[src/rtl/demux_buffer.sv]
// demux_buffer: registered 1-to-2 demultiplexer with valid/ready handshaking
// and an independent 2-entry FIFO per output channel.
//
// Ports:
//   clk, rst                 rising-edge clock, async active-high reset
//   in_data/in_valid/sw      producer word, its valid, channel select (0=A, 1=B)
//   in_ready                 selected channel has room (combinational from sw)
//   a_data/a_valid/a_ready   channel A head word, non-empty flag, consumer take
//   b_data/b_valid/b_ready   channel B head word, non-empty flag, consumer take

// Two-slot FIFO used for each output channel. No same-cycle pass-through, so a
// full FIFO stays full for the cycle in which it pops.
module demux_buffer_fifo #(
  parameter int unsigned WIDTH = 4
) (
  input  logic             clk,
  input  logic             rst,
  input  logic             push,
  input  logic [WIDTH-1:0] push_data,
  input  logic             pop_ready,
  output logic             full,
  output logic             valid,
  output logic [WIDTH-1:0] data
);

  localparam int unsigned DEPTH = 2;
  localparam int unsigned CNT_W = 2;

  logic [WIDTH-1:0] slot [DEPTH];
  logic             wptr;
  logic             rptr;
  logic [CNT_W-1:0] count;
  logic             pop;

  // Pops on an empty FIFO are ignored.
  assign pop   = valid & pop_ready;
  assign valid = (count != '0);
  assign full  = (count == CNT_W'(DEPTH));
  assign data  = slot[rptr];

  // Storage, pointers and occupancy; reset clears everything including slots.
  always_ff @(posedge clk or posedge rst) begin
    if (rst) begin
      wptr  <= 1'b0;
      rptr  <= 1'b0;
      count <= '0;
      for (int i = 0; i < int'(DEPTH); i++) begin
        slot[i] <= '0;
      end
    end else begin
      if (push) begin
        slot[wptr] <= push_data;
        wptr       <= ~wptr;
      end
      if (pop) begin
        rptr <= ~rptr;
      end
      case ({push, pop})
        2'b10:   count <= count + CNT_W'(1);
        2'b01:   count <= count - CNT_W'(1);
        default: count <= count;
      endcase
    end
  end

endmodule

module demux_buffer #(
  parameter int unsigned WIDTH = 4
) (
  input  logic             clk,
  input  logic             rst,
  input  logic [WIDTH-1:0] in_data,
  input  logic             in_valid,
  input  logic             sw,
  output logic             in_ready,
  output logic [WIDTH-1:0] a_data,
  output logic             a_valid,
  input  logic             a_ready,
  output logic [WIDTH-1:0] b_data,
  output logic             b_valid,
  input  logic             b_ready
);

  logic a_full;
  logic b_full;
  logic accept;
  logic a_push;
  logic b_push;

  // Ready reflects only the selected channel's room; independent of in_valid.
  assign in_ready = sw ? ~b_full : ~a_full;
  assign accept   = in_valid & in_ready;
  assign a_push   = accept & ~sw;
  assign b_push   = accept & sw;

  demux_buffer_fifo #(.WIDTH(WIDTH)) u_fifo_a (
    .clk       (clk),
    .rst       (rst),
    .push      (a_push),
    .push_data (in_data),
    .pop_ready (a_ready),
    .full      (a_full),
    .valid     (a_valid),
    .data      (a_data)
  );

  demux_buffer_fifo #(.WIDTH(WIDTH)) u_fifo_b (
    .clk       (clk),
    .rst       (rst),
    .push      (b_push),
    .push_data (in_data),
    .pop_ready (b_ready),
    .full      (b_full),
    .valid     (b_valid),
    .data      (b_data)
  );

endmodule

[config.mk]
export PLATFORM = sky130hd
export DESIGN_NAME = demux_buffer
export DESIGN_NICKNAME = d
export VERILOG_FILES = /design/src/rtl/demux_buffer.sv
export SDC_FILE = /design/constraint.sdc
export NUM_CORES = 1
export LEC_CHECK = 0
export ABC_AREA = 1
export CORE_MARGIN = 5
export CORE_UTILIZATION = 35
export DETAILED_ROUTE_END_ITERATION = 8
export GPL_ROUTABILITY_DRIVEN = 1
export SKIP_CTS_REPAIR_TIMING = 1
export SLEW_MARGIN = 15
export SYNTH_ARGS = -nofsm -noshare
export SYNTH_HDL_FRONTEND = slang
export SYNTH_SLANG_ARGS = --single-unit
[constraint.sdc]
create_clock -name clk -period 1.7 [get_ports clk]
set_input_delay 0.17 -clock clk [delete_from_list [all_inputs] [get_ports clk]]
set_output_delay 0.17 -clock clk [all_outputs]
set_load 0.01 [all_outputs]
==> results_dict.tcl <==
set metrics [dict create \
    status "completed" \
    clock-sinks 24 \
    r2r_cells 7 \
    layout_commonest_cell "nand2_1" \
    max_slew_margin 0.788 \
    gr-usage-met2 0.227 \
    finalHoldViolations 0 \
    critical_path_required_ns 1.53 \
    gr-usage-met1 0.165 \
    io_buffers 20 \
    endpoint_kind "output port" \
    busiest_layer "met2" \
    stdcell_area_um2 1630 \
    path_max_fanout 4 \
    power_density_nw_per_um2 1790 \
    gp_congestion 0.797 \
    layout.nets 179 \
    htree_levels 1 \
    grt_pass1_wl_mm 4.59 \
    yosysWarnings 0 \
    cap_violations 0 \
    fmax_mhz 624 \
    rsz0062_at_grt "false" \
    yosysSeqAreaShare 0.506 \
    die-area_um2 4650 \
    clock_path_buffers 2 \
    placed_cells 201 \
    static-leakage-power_uw 0.000901 \
    fin_crit_sh 0.942 \
    drive_above_1_share 0.217 \
    syn-cell-area_um2 1190 \
    yosys.area.top_type "dfrtp_1" \
    start_util 0.358 \
    yosys-top-cells-area "dfrtp_1 51%, nand2_1 15%, nand4_1 11%, mux2_2 7.6%, inv_1 3.5%" \
    routed_wl_mm 2.74 \
    antennaDiodeCount 0 \
    drt_iter0_drc 42 \
    hp-class "input pin to async pin" \
    tns_ns 0 \
    place_hpwl_mm 2.01 \
    fin_crit_ns 1.60 \
    grt_util_met3 0.0181 \
    clk_latency_ns 0.32 \
    setup_viol 0 \
    crit_start "u_fifo_a.count[0]$_DFFE_PP0P_" \
    critPathLaunchType "flip-flop" \
    die_h_um 68.2 \
    instances_no_fill 212 \
    synth_cells 129 \
    area_growth_pct 37.1 \
    path_clk_slew_ns 0.14 \
    drtAntennaViolNets 0 \
    placed_area_um2 1500 \
    grt_usage 0.130 \
    cp.arrival_ns 1.43 \
    ys_types 15 \
    cts_root_buffer "clkbuf_4" \
    coreArea_um2 3310 \
    utilization 0.491 \
    ys_seq_elements 24 \
    final_cell_mix "47 x nand2_1, 21 x dfrtp_1, 20 x nand4_1, 15 x buf_4" \
    rows 21 \
    synth_top_area_frac 0.506 \
    dr.pass1.iters 4 \
    tightest_slew_ns 0.319 \
    maxSlewViolCount 0 \
    grt_overflow 0 \
    num_io_pins 21 \
    dieWidth_um 68.2 \
    clock_skew_ns 0.0129 \
    cts_tree "built" \
    syn-num-nets 141 \
    vias 998 \
    grt_max_degree 25 \
    grt_pass1_vias 996 \
    whs_ns 0.172 \
    cts_buffers 3 \
    grt_antenna_before_repair 0 \
    crit_type "flip-flop to output port" \
    irDropWorstVdd_uv 619 \
    drcViolationCount 0 \
    routedWlPerCell_um 12.9 \
    r2r_start "u_fifo_b.count[1]$_DFFE_PP0P_" \
    via_per_inst 4.71 \
    avgSynthCellArea_um2 9.19 \
]
-- layout make-up --
type,count,area [µm²]
Clock inverter,1,30.0
Multi-Input combinational cell,89,524
Sequential cell,24,604
Clock buffer,3,22.5
Fill cell,336,1680
Timing Repair Buffer,35,335
Inverter,14,52.6
Tap cell,46,57.6
-- power breakdown --
part           leakage [µW]  internal [µW]  total, µW  switching, µW
registers          0.000291            854       1080            225
logic              0.000582            769       1410            641
clock network     0.0000279            238        416            177
total              0.000901           1860       2910           1040
-- critical path, stage by stage, from the launching register on --
cell and delay (ns):
dfrtp_1 0.42, inv_2 0.08, nand2_1 0.09, clkdlybuf4s50_1 0.53
-- path summary, 6_finish.rpt --
kind	slack [ns]	to
max	0.1	a_valid
max in group asynchronous	1.25	u_fifo_b.rptr$_DFFE_PP0P_
min	0.17	u_fifo_a.slot[0]$_DFFE_PP0P_
max reg2reg	0.19	u_fifo_b.count[1]$_DFFE_PP0P_
min in group clk	0.44	u_fifo_b.rptr$_DFFE_PP0P_
min reg2reg	0.49	u_fifo_b.slot[3]$_DFFE_PP0P_
-- through the flow --
| step | total power [µW] | worst slack, ns |
|---|---|---|
| after CTS | 2850 | -0.151 |
| after floorplan | 1840 | 0.261 |
| after global routing | 3150 | 0.00846 |
| after global placement | 2370 | -0.0419 |
| after detailed placement | 2420 | -0.0360 |
| final | 2910 | 0.0980 |
-- Yosys cell counts (all sizes together) --
| library cell | number |
|---|---|
| a21oi | 2 |
| buf | 1 |
| clkbuf | 1 |
| dfrtp | 24 |
| ha | 2 |
| inv | 14 |
| mux2 | 8 |
| nand2 | 48 |
| nand3 | 2 |
| nand4 | 20 |
| or2 | 1 |
| xnor2 | 4 |
| xor2 | 2 |
-- state kept, by name, summed over array words and instances (netlist names) --
signal,cells
u_fifo_b.wptr,1
u_fifo_a.slot,8
u_fifo_b.slot,8
u_fifo_b.count,2
u_fifo_a.wptr,1
u_fifo_a.count,2
u_fifo_a.rptr,1
u_fifo_b.rptr,1
-- layer usage --
| metal | vias up | share of wire |
|---|---|---|
| met2 | 22 | 0.52 |
| met5 | - | 0 |
| met4 | 0 | 0.0069 |
| met1 | 470 | 0.43 |
| met3 | 2 | 0.034 |
| li1 | 504 | - |
-- logic make-up (layout without fill, tap and decap cells) --
kind of cell,Yosys count,after routing,share of synthesized area
buffers and inverters,16,53,0.0517
XOR/XNOR,6,6,0.0443
adder cells (fa/ha/maj),2,2,0.0211
AND/OR/NAND/NOR,71,71,0.273
flip-flops,24,24,0.506
multiplexers,8,8,0.0760
AO/OA/AOI/OAI,2,2,0.0274
No activity file was read; power rests on OpenSTA's default activity.
